### src/rtl/hex_scan_drv.sv
// Multiplexed hex 7-segment scan driver with frame-synchronous (tear-free) display updates.
// Optional leading-zero blanking is enabled by defining HEX_SCAN_LZB_EN.
module hex_scan_drv #(
    parameter int NUM_DIGITS = 4,
    parameter int SCAN_DIV   = 50000,
    parameter bit ACTIVE_LOW = 1'b1
) (
    input  logic                    clk,
    input  logic                    rst,
    input  logic [4*NUM_DIGITS-1:0] value,
    input  logic [NUM_DIGITS-1:0]   dp_in,
    input  logic                    load,
    output logic [7:0]              segments,
    output logic [NUM_DIGITS-1:0]   digit_sel,
    output logic                    frame
);

    localparam int CNT_W = (SCAN_DIV > 2) ? $clog2(SCAN_DIV) : 1;
    localparam int IDX_W = (NUM_DIGITS > 1) ? $clog2(NUM_DIGITS) : 1;
    localparam logic [CNT_W-1:0] CNT_LAST = CNT_W'(SCAN_DIV - 1);
    localparam logic [IDX_W-1:0] IDX_LAST = IDX_W'(NUM_DIGITS - 1);

    logic [CNT_W-1:0]        cnt;
    logic [IDX_W-1:0]        idx;
    logic                    tick;
    logic                    wrap;

    logic [4*NUM_DIGITS-1:0] active_val;
    logic [NUM_DIGITS-1:0]   active_dp;
    logic [4*NUM_DIGITS-1:0] pending_val;
    logic [NUM_DIGITS-1:0]   pending_dp;
    logic                    pending_valid;

    logic [4*NUM_DIGITS-1:0] val_sh;
    logic [NUM_DIGITS-1:0]   dp_sh;
    logic [6:0]              glyph;
    logic [7:0]              seg_next;
    logic [NUM_DIGITS-1:0]   sel_next;

    assign tick = (cnt == CNT_LAST);
    assign wrap = tick && (idx == IDX_LAST);

    function automatic logic [6:0] decode(input logic [3:0] nib);
        case (nib)
            4'h0: decode = 7'h7E;
            4'h1: decode = 7'h30;
            4'h2: decode = 7'h6D;
            4'h3: decode = 7'h79;
            4'h4: decode = 7'h33;
            4'h5: decode = 7'h5B;
            4'h6: decode = 7'h5F;
            4'h7: decode = 7'h70;
            4'h8: decode = 7'h7F;
            4'h9: decode = 7'h7B;
            4'hA: decode = 7'h77;
            4'hB: decode = 7'h1F;
            4'hC: decode = 7'h4E;
            4'hD: decode = 7'h3D;
            4'hE: decode = 7'h4F;
            default: decode = 7'h47;
        endcase
    endfunction

    // NOTE: sequential state uses non-blocking assignments so every register samples pre-edge values.
    always_ff @(posedge clk) begin
        if (rst) begin
            cnt <= '0;
            idx <= '0;
        end else if (tick) begin
            cnt <= '0;
            idx <= (idx == IDX_LAST) ? '0 : idx + 1'b1;
        end else begin
            cnt <= cnt + 1'b1;
        end
    end

    // Display contents change only at the frame boundary, so a frame never mixes two values.
    always_ff @(posedge clk) begin
        if (rst) begin
            active_val    <= '0;
            active_dp     <= '0;
            pending_val   <= '0;
            pending_dp    <= '0;
            pending_valid <= 1'b0;
        end else if (wrap) begin
            if (load) begin
                active_val <= value;
                active_dp  <= dp_in;
            end else if (pending_valid) begin
                active_val <= pending_val;
                active_dp  <= pending_dp;
            end
            pending_valid <= 1'b0;
        end else if (load) begin
            pending_val   <= value;
            pending_dp    <= dp_in;
            pending_valid <= 1'b1;
        end
    end

    // NOTE: every always_comb output gets a default first so no latch can be inferred.
    always_comb begin
        val_sh   = active_val >> {idx, 2'b00};
        dp_sh    = active_dp >> idx;
        glyph    = decode(val_sh[3:0]);
`ifdef HEX_SCAN_LZB_EN
        // val_sh holds this digit and every digit above it; all zero means a leading zero.
        if ((idx != '0) && (val_sh == '0)) begin
            glyph = 7'h00;
        end
`endif
        seg_next = {dp_sh[0], glyph};
        sel_next = NUM_DIGITS'(1) << idx;
    end

    always_ff @(posedge clk) begin
        if (rst) begin
            segments  <= {8{ACTIVE_LOW}};
            digit_sel <= {NUM_DIGITS{ACTIVE_LOW}};
            frame     <= 1'b0;
        end else begin
            segments  <= seg_next ^ {8{ACTIVE_LOW}};
            digit_sel <= sel_next ^ {NUM_DIGITS{ACTIVE_LOW}};
            frame     <= wrap;
        end
    end

endmodule
### config.mk
export PLATFORM = sky130hd
export DESIGN_NAME = hex_scan_drv
export DESIGN_NICKNAME = d
export VERILOG_FILES = /design/src/rtl/hex_scan_drv.sv
export SDC_FILE = /design/constraint.sdc
export NUM_CORES = 1
export LEC_CHECK = 0
export CORE_MARGIN = 1
export CORE_UTILIZATION = 51
export CTS_CLUSTER_DIAMETER = 50
export DETAILED_ROUTE_END_ITERATION = 6
export PLACE_DENSITY_LB_ADDON = 0.25
export SETUP_SLACK_MARGIN = 0.15
export SLEW_MARGIN = 30
export SYNTH_ARGS = -nofsm -noshare
export SYNTH_HDL_FRONTEND = slang
export SYNTH_SLANG_ARGS = --single-unit
### constraint.sdc
create_clock -name clk -period 2 [get_ports clk]
set_input_delay 0.2 -clock clk [delete_from_list [all_inputs] [get_ports clk]]
set_output_delay 0.2 -clock clk [all_outputs]
set_load 0.02 [all_outputs]
-- After elaboration in Yosys (flattened, before gate mapping)
Memories as Yosys holds them, arrays and structs flattened.
Index checks and enable logic that the tools add are counted.
- multiply operators: 0
- shift-type cells: 3
- reductions and logical operators: 6
- bitwise operators: 3
- muxes and demuxes: 5
- add/subtract/negate cells: 2
- order comparisons: 0
- equal/unequal tests: 2
- divide/modulo/power cells: 0
- operators by type and width (cell ; count):
    2-to-1 mux 16 bit ; 2
    adder 16 x 1 -> 16 bit (second input constant) ; 1
    equality test 16 bit (second input constant) ; 1
    >> shifter 16 x 4 -> 4 bit ; 1
    2-to-1 mux 4 bit ; 2
    inverter 8 bit ; 1
    inverter 4 bit ; 1
    AND reduction 2 bit ; 2
    OR reduction 2 bit ; 2
    left shift 1 x 2 -> 4 bit (first input constant) ; 1
    >> shifter 4 x 2 -> 1 bit ; 1
    adder 2 x 1 -> 2 bit (second input constant) ; 1
    equality test 2 bit (second input constant) ; 1
    2-to-1 mux 2 bit ; 1
    nonzero test 2 bit ; 1
    logical AND 1 bit ; 1
    inverter 1 bit ; 1
- latch bits: 0
- memory bits (writable): 0
- bits of input ports: 23
- logic and storage cells: 32
- memory bits (read-only): 112
- memories kept: 1
- flip-flop bits (word level): 72
- memories (name ; depth ; bits a word ; rd ports ; clocked after Yosys merged registers in ; wr ports ; line ; RTL):
    (name not given) ; 16 ; 7 ; 1 ; 0 ; 0 ; 44 ; case (nib)

-- Longest topological paths before layout
Gate-level depths: netlist of the first run.
- depth in word-level cells: 4
- gate-level depth with buffers: 7

-- Worst setup path after synthesis of the first run
Ideal clock, no wire load.
- path kind: reg2reg
- start: register idx[0]
- end: register segments[5]
- stages on the path, launching flop included: 7
- setup time: 124 ps
- data arrival time: 1743 ps
- data required time: 1876 ps
- slack: 133 ps
- buffers on the path: 1
- path through: dfxtp_1 > buf_6 > mux4_1 > inv_1 > ha_1 > o211ai_1 > nand3_1
- longest elaborated chain between the ends: 3
- ends and longest elaborated chain (item ; line ; RTL):
    start: declaration ; 24 ; logic [IDX_W-1:0] idx;
    start signal: assignment ; 71 ; idx <= (idx == IDX_LAST) ? '0 : idx + 1'b1;
    >> shifter 16 x 4 -> 4 bit ; 103 ; val_sh = active_val >> {idx, 2'b00};
    memory (16 x 7 bit) ; -- ;
    inverter 8 bit (no line) ; -- ;
    end signal: assignment ; 118 ; segments <= {8{ACTIVE_LOW}};
    end signal: assignment ; 122 ; segments <= seg_next ^ {8{ACTIVE_LOW}};
    end: declaration ; 13 ; output logic [7:0] segments,
No other way between the ends.
A chain may end at the register's enable or synchronous reset.

-- Worst setup path in the final report of the first run
Same ends and word-level chain as after synthesis.

==> results of run 1 <==
==> what timing repair did <==
| item | in CTS | in global routing |
|---|---|---|
| setup endpoints to repair | 5 | 9 |
| gates resized for setup | 1 | 8 |
| buffers inserted | 0 | 2 |
==> cells by family after synthesis <==
| logic type | after synthesis |
|---|---|
| AO/OA/AOI/OAI | 40 |
| XOR/XNOR | 11 |
| adder cells (fa/ha/maj) | 11 |
| buffers and inverters | 41 |
| flip-flops | 72 |
| multiplexers | 48 |
| AND/OR/NAND/NOR | 145 |
==> flip-flops by register name, indices dropped and copies added, names as in the netlist <==
| register | flops |
|---|---|
| active_dp | 4 |
| active_val | 16 |
| cnt | 16 |
| digit_sel | 4 |
| frame | 1 |
| idx | 2 |
| pending_dp | 4 |
| pending_val | 16 |
| pending_valid | 1 |
| segments | 8 |
==> cell usage after synthesis (all sizes together), types with 7 or more instances <==
master | n | area, um^2
dfxtp | 72 | 1441
nand2 | 53 | 198.9
nor3 | 24 | 120.1
mux2i | 23 | 230.2
a31oi | 21 | 131.4
mux2 | 20 | 225.2
nor4 | 20 | 125.1
clkbuf | 17 | 75.06
nor2 | 16 | 60.06
buf | 14 | 103.8
ha | 11 | 137.6
inv | 9 | 33.78
nand3 | 9 | 45.04
a21oi | 7 | 35.03
xor2 | 7 | 61.31
==> metal layers <==
| metal | wire, um | vias up | track usage (%) |
|---|---|---|---|
| met4 | 71 | 0 | 6.009 |
| met2 | 3500 | 54 | 37.56 |
| met5 | 0 | - | 0 |
| met3 | 268 | 7 | 6.785 |
| li1 | - | 1376 | - |
| met1 | 3305 | 1295 | 27.96 |
==> critical path: stages (launching register included) <==
cell	delay [ns]
dfxtp_4	0.39
mux4_2	0.56
inv_1	0.15
ha_1	0.27
o211ai_1	0.18
nand3_1	0.10
==> cell type report <==
| type | count | area [um^2] |
|---|---|---|
| clock buffers | 10 | 137.6 |
| clock inverters | 6 | 67.56 |
| fillers | 563 | 2345 |
| inverters | 10 | 37.54 |
| multi-input cells | 255 | 1828 |
| flip-flops and latches | 72 | 1446 |
| well taps | 77 | 96.34 |
| repair buffers | 50 | 500.5 |
==> report_power, final <==
part	switching, mW	internal, mW	total, mW
registers	0.0177	1.47	1.49
logic	0.122	0.127	0.250
clock network	0.573	0.614	1.19
total	0.713	2.21	2.92
==> worst paths after layout <==
path                            depth (start not counted)  slack, ns        endpoint     start
worst max-delay path                                    5       0.24     segments[5]    idx[0]
worst min-delay path                                    3       0.42  pending_val[2]  value[2]
worst max register to register                          5       0.24     segments[5]    idx[0]
worst min register to register                          1       0.45          cnt[0]    cnt[0]
==> stage by stage <==
step	setup slack (ns)	setup TNS [ns]
after global placement	-0.02366	-0.06935
after floorplan	0.2254	0
after global routing	0.1397	0
final	0.2405	0
after detailed placement	0.1087	0
after CTS	0.1954	0
==> cells in the final DEF (no fill, tap or decap), types with 10 or more instances in the layout <==
cell type,Yosys,layout
nand2_1,53,53
buf_4,2,12
a31oi_1,21,21
mux2_2,20,20
clkdlybuf4s50_1,0,35
nor4_1,20,16
mux2i_1,23,23
clkbuf_8,1,10
ha_1,11,10
nor3_1,24,24
nor2_1,16,15
dfxtp_1,72,70
==> flow_metrics.tcl, run 1 <==
set metrics [dict create \
    ir_drop_v 0.0006250 \
    numCtsBuffers 9 \
    wl_per_cell_um 14.89 \
    p_per_area_nw_per_um2 710.8 \
    critPathKind "reg2reg" \
    grt_start_max_net_pins 41 \
    hold_viol_final 0 \
    htreeDepth 3 \
    syn_area_per_cell_um2 9.408 \
    ys_seq_elements 72 \
    initial_utilization_pct 53.60 \
    num-nets-final 432 \
    ios 36 \
    syn-cell-area_um2 3462 \
    cap_violations 0 \
    core_area_um2 6459 \
    root_buffer "clkbuf_8" \
    placed_area_um2 3860 \
    io_buffers 35 \
    synth_simple_gate_area_share_pct 21.14 \
    grtUsageTotal_pct 22.32 \
    async_flop_share_pct 0 \
    syn-num-nets 402 \
    power_mw 2.924 \
    vias_per_cell 5.692 \
    synth_mux_area_share_pct 16.73 \
    fmax_mhz 568.4 \
    hold_slack_ns 0.4200 \
    num_vias 2732 \
    drt_iter0_drc 112 \
    clock_skew_ns 0.008676 \
    worstSetupStartpointType "flip-flop" \
    min_path_type "in2reg" \
    synth_xor_xnor_area_share_pct 2.783 \
    cts_sinks 72 \
    cts_hold_buf 0 \
    layout_min_cycle_time_ns 1.759 \
    clk_latency_ns 0.36 \
    status "finished with violations" \
    critPathArrivalTime_ns 2.00 \
    setup_viol 0 \
    area_growth_pct 18.83 \
    final_cells 480 \
    slew_headroom_pct 35.85 \
    rows 29 \
    failed_checks "design-rule violations" \
    cts_tree "built" \
    gp_congestion 0.8279 \
    cts_buffer_depth 2 \
    fin_area_um2 4114 \
    tightest_slew_ns 0.9613 \
    clkSlewWorstSetupHoldPaths_ns 0.08 \
    cp.required_ns 2.24 \
    final_util_pct 63.70 \
    path_max_fanout 5 \
    syn_inst 368 \
    grt_pass1_vias 2696 \
    synth-edff-count 0 \
    ys_warn_count 0 \
    dieHeight_um 84.39 \
    num_antenna_cells 0 \
    grt_remaining_overflow 0 \
    yosys.cell_types.count 45 \
    final_max_slew_viol_count 0 \
    dp_hpwl_um 4711 \
    drc 3 \
    die-area_um2 7122 \
    p_leak_nw 1.494 \
    wl_um 7146 \
    drive_above_1_share_pct 17.62 \
    first_pass_iters 6 \
    placedCellCount 462 \
    end_kind "flip-flop" \
    synth_compound_area_share_pct 7.481 \
    synth_top_family_by_area "simple AND/OR/NAND/NOR gates" \
    yosysSeqAreaShare_pct 41.63 \
    die_x_um 84.39 \
    synth_flop_cell "dfxtp_1" \
    rsz0062_at_grt "yes" \
    synth_fa_ha_area_share_pct 3.975 \
    antenna_found_initial 0 \
    drtAntennaViolNets 0 \
    grt_first_pass_wirelength_um 12630 \
    fin_crit_sh_pct 87.97 \
]
Note: power is estimated with default switching activity, not from simulation.
==> inputs of run 2 (changes only) <==
Settings changed: GPL_TIMING_DRIVEN set to 0.
==> run 2 against run 1 <==
The run still ends with design-rule violations left. Critical path type unchanged. Global-route usage up 1.0 points. Clock power is 12% higher. Largest power group unchanged. Cell count up 4.6%. Sequential power about the same. Via count increased by 5.9%. Count of clock-buffer cells in the layout up 4. Clock skew is essentially flat. Register-to-register slack got worse by 0.08 ns. Die area did not move. Hold slack worse by 0.11 ns.
==> flow_metrics.tcl, run 2 (synthesis gave the netlist of run 1 again) <==
set metrics [dict create \
    seq_area_um2 1446 \
    grt_pass1_vias 2799 \
    min_path_type "in2reg" \
    worstSetupStartpointType "flip-flop" \
    cap_violations 0 \
    postLayoutSetupSlackWorst_ns 0.1558 \
    num_antenna_cells 0 \
    cp.required_ns 2.23 \
    slew_headroom_pct 55.39 \
    critPathArrivalTime_ns 2.07 \
    fin_crit_sh_pct 92.21 \
    vias_per_cell 5.765 \
    cts_sinks 72 \
    grt_start_max_net_pins 12 \
    cts_tree "built" \
    num_vias 2894 \
    setup_viol 0 \
    final_util_pct 67.24 \
    multi_input_area_um2 1932 \
    clkSlewWorstSetupHoldPaths_ns 0.07 \
    clock_skew_ns 0.008722 \
    path_max_fanout 10 \
    grt_remaining_overflow 0 \
    failed_checks "design-rule violations" \
    num-nets-final 454 \
    layout_min_cycle_time_ns 1.844 \
    cts_buffer_depth 2 \
    top_regs "active_val: 16 flops, cnt: 16 flops, pending_val: 16 flops" \
    dp_hpwl_um 5191 \
    pre_cts_slack_ns -0.1465 \
    critPathKind "reg2reg" \
    antenna_found_initial 0 \
    root_buffer "clkbuf_8" \
    drt_iter0_drc 173 \
    drc 7 \
    rows 29 \
    initial_utilization_pct 53.60 \
    ir_drop_v 0.0005652 \
    clk_latency_ns 0.35 \
    p_leak_nw 1.563 \
    first_pass_iters 6 \
    ios 36 \
    rsz0062_at_grt "yes" \
    htreeDepth 3 \
    wl_per_cell_um 15.69 \
    area_growth_pct 25.44 \
    drtAntennaViolNets 0 \
    hold_viol_final 0 \
    io_buffers 34 \
    end_kind "flip-flop" \
    final_max_slew_viol_count 0 \
    fmax_mhz 542.2 \
    placedCellCount 479 \
    dieHeight_um 84.39 \
    final_cells 502 \
    grt_first_pass_wirelength_um 13100 \
    tightest_slew_ns 0.6691 \
    p_per_area_nw_per_um2 710.6 \
    layout_commonest_cell "dfxtp_1" \
    final_cell_mix "70 x dfxtp_1, 53 x nand2_1, 34 x clkdlybuf4s50_1, 23 x mux2i_1, 23 x nor3_1" \
    grtUsageTotal_pct 23.33 \
    n_fill_cell 530 \
    numCtsBuffers 9 \
    cts_hold_buf 0 \
    die_x_um 84.39 \
    wl_um 7874 \
    core_area_um2 6459 \
    status "finished with violations" \
    gp_congestion 0.8764 \
    drive_above_1_share_pct 20.94 \
    power_mw 3.086 \
    die-area_um2 7122 \
]
==> run 2: cell count changes in the layout (fill, tap and decap cells not counted), sizes merged <==
cell           change
clkbuf            +21
buf                +6
clkinv             -2
clkinvlp           -2
bufinv             +1
clkdlybuf4s50      -1
inv                -1
==> run 2: worst paths after layout <==
check,startpoint,end,slack (ns),cells after the start
setup / recovery,idx[0],segments[6],0.16,6
setup reg to reg,idx[0],segments[6],0.16,6
hold reg to reg,cnt[0],cnt[0],0.46,1
hold / removal,rst,active_dp[1],0.31,2
==> run 2: through the flow <==
step | setup TNS [ns] | area [um^2] | hold WS (ns)
after floorplan | 0 | 3455 | 0.3421
after global placement | -0.7393 | 3891 | 0.4269
after detailed placement | -1.396 | 3891 | 0.4441
after CTS | 0 | 4224 | 0.3187
after global routing | 0 | 4343 | 0.3614
final | 0 | 4343 | 0.3101
==> run 2: repair_timing <==
item,in CTS,in global routing
endpoints found under the setup margin,32,49
gates cloned,0,0
pin swaps,0,3
endpoints found under the hold margin,0,0
setup buffers,5,2
gates resized for setup,13,19
==> run 2: metal layers <==
layer	up-vias	wire length, um	global-route usage, %
met5	-	0	0
met4	0	159	9.399
met3	18	313	5.900
met2	54	3946	39.94
met1	1397	3456	28.16
li1	1425	-	-
==> run 2: worst max-delay path, stage by stage (launching register included) <==
cell     delay, ns
dfxtp_4       0.36
buf_6         0.12
buf_4         0.13
mux4_2        0.55
buf_6         0.17
nor3_1        0.26
o31ai_1       0.13
==> run 2: power by group <==
group	switching, mW	leakage, nW	internal [mW]
logic	0.133	0.857	0.127
clock network	0.528	0.117	0.807
registers	0.0196	0.589	1.47
total	0.682	1.56	2.40
==> run 2: final cells by class <==
class | instances | share of cell area (%)
multi-input cells | 255 | 44.48
flip-flops and latches | 72 | 33.30
repair buffers | 41 | 9.334
plain buffers | 31 | 4.322
clock buffers | 14 | 3.976
well taps | 77 | 2.218
clock inverters | 2 | 1.383
inverters | 10 | 0.9795
==> inputs of run 3 (changes only) <==
Settings changed: CORE_UTILIZATION 51 to 53, CTS_BUF_LIST set to sky130_fd_sc_hd__clkbuf_8.
==> run 3 against run 2 <==
Final area decreased by 2.8%. Fmax fell by 1.3%. Sequential power about the same. The run now ends clean. Flip-flop and latch count is the same. Core utilization fell by 0.36 points. Count of clock-buffer cells in the layout down 4. Clock power fell by 27%. Die area down 3.7%.
==> flow_metrics.tcl, run 3 (synthesis gave the netlist of run 1 again) <==
set metrics [dict create \
    die-area_um2 6859 \
    ios 36 \
    power_mw 2.708 \
    rsz0062_at_grt "yes" \
    initial_utilization_pct 54.84 \
    slew_headroom_pct 60.49 \
    end_kind "flip-flop" \
    clkSlewWorstSetupHoldPaths_ns 0.07 \
    p_leak_nw 1.543 \
    p_int_mw 2.051 \
    drive_above_1_share_pct 18.82 \
    num-nets-final 456 \
    core_area_um2 6314 \
    layout_commonest_cell "dfxtp_1" \
    r2r-start "cnt[0]" \
    p_clk_share_pct 35.7 \
    area_growth_pct 21.97 \
    numCtsBuffers 9 \
    dieHeight_um 82.82 \
    combPwrFrac_pct 9.3 \
    status "finished clean" \
    min_path_type "in2reg" \
    top_regs "active_val: 16 flops, cnt: 16 flops, pending_val: 16 flops" \
    final_util_pct 66.88 \
    multi_input_area_um2 1879 \
    num_antenna_cells 0 \
    p_switching_mw 0.6566 \
    ir_drop_v 0.0004258 \
    path_max_fanout 10 \
    die_x_um 82.82 \
    cts_buffer_depth 2 \
    drc 0 \
    setup_viol 0 \
    dp_hpwl_um 5273 \
    fmax_mhz 535.3 \
    antenna_found_initial 0 \
    rows 29 \
    drt_iter0_drc 173 \
    first_pass_iters 4 \
    seq_area_um2 1445 \
    clock_skew_ns 0.008319 \
    drtAntennaViolNets 0 \
    seqPwrFrac_pct 55.0 \
    reg2reg_slack_ns 0.13 \
    grt_start_max_net_pins 11 \
    wl_um 7600 \
    hold_depth 2 \
    min_from "rst" \
    n_fill_cell 499 \
    cap_violations 0 \
    grtUsageTotal_pct 23.45 \
    vias_per_cell 5.667 \
    r2r_cells 7 \
    r2r-end "active_dp[0]" \
    gp_congestion 0.8629 \
    clk_latency_ns 0.35 \
    wl_per_cell_um 15.14 \
    grt_remaining_overflow 0 \
    htreeDepth 3 \
    hold_viol_final 0 \
    whs_endpoint "active_dp[1]" \
    grt_first_pass_wirelength_um 13030 \
    cts_hold_buf 0 \
    num_vias 2845 \
    cp.required_ns 2.22 \
    final_max_slew_viol_count 0 \
    root_buffer "clkbuf_8" \
    cts_tree "built" \
    grt_pass1_vias 2846 \
    final_cell_mix "71 x dfxtp_1, 53 x nand2_1, 34 x clkdlybuf4s50_1, 24 x nor3_1, 23 x mux2i_1" \
    switching_share_pct 24.25 \
    tightest_slew_ns 0.5926 \
    io_buffers 34 \
    worstSetupStartpointType "input port" \
    critPathKind "in2reg" \
    startpoint "load" \
    critPathArrivalTime_ns 2.09 \
    cts_sinks 72 \
    p_per_area_nw_per_um2 641.2 \
    fin_crit_sh_pct 93.41 \
    layout_min_cycle_time_ns 1.868 \
]
==> run 3: layer usage <==
metal  share of wire (%)  global-route usage [%]  vias to the layer above
met2                  49                   38.30                       57
met3                 3.9                   5.666                       22
li1                    -                       -                     1427
met1                  44                   28.50                     1339
met5                   0                       0                        -
met4                 3.5                   12.70                        0
==> run 3: repair_timing <==
item                       in CTS  in global routing
setup endpoints to repair      20                 49
setup buffers                   3                  6
gates cloned                    0                  0
gates resized for setup         6                 20
pin swaps                       0                  3
==> run 3: power groups by stage <==
stage	Combinational, mW	Clock, mW	Sequential, mW
after CTS	0.252	0.981	1.49
after global placement	0.244	0	1.52
after floorplan	0.143	0	1.53
after global routing	0.274	1.06	1.49
after detailed placement	0.249	0	1.52
final	0.253	0.966	1.49
==> run 3: critical path: stages <==
cell	delay [ns]
clkdlybuf4s50_1	0.55
buf_1	0.49
mux2_2	0.41
nor4_1	0.34
nor3_1	0.10
==> run 3: metrics by stage <==
step                      setup slack [ns]  area, um^2  TNS, ns  hold slack, ns  instances
after floorplan                     0.2254        3455        0          0.3421        368
after global placement             -0.1143        3891  -0.9689          0.4288        479
after detailed placement           -0.1194        3891   -1.146          0.4362        479
after CTS                           0.1335        4089        0          0.3063        496
after global routing               0.05866        4223        0          0.3649        502
final                               0.1317        4223        0          0.3471        502
==> run 3: area by class of cell <==
| cell class | count | area share [%] |
|---|---|---|
| Clock buffer | 10 | 3.259 |
| Tap cell | 77 | 2.281 |
| Clock inverter | 4 | 0.3852 |
| Timing Repair Buffer | 43 | 9.659 |
| Multi-Input combinational cell | 255 | 44.50 |
| Sequential cell | 72 | 34.22 |
| Inverter | 10 | 1.007 |
| Buffer | 31 | 4.681 |
==> run 3: how the worst max path moves through the flow <==
stage                          endpoint  slack, ns  cells after the start
after floorplan             segments[5]       0.23                      6
after global placement    active_val[9]      -0.11                      5
after detailed placement   active_dp[1]      -0.12                      5
after CTS                   segments[5]       0.13                      6
after global routing       active_dp[0]       0.06                      7
final                      active_dp[0]       0.13                      5
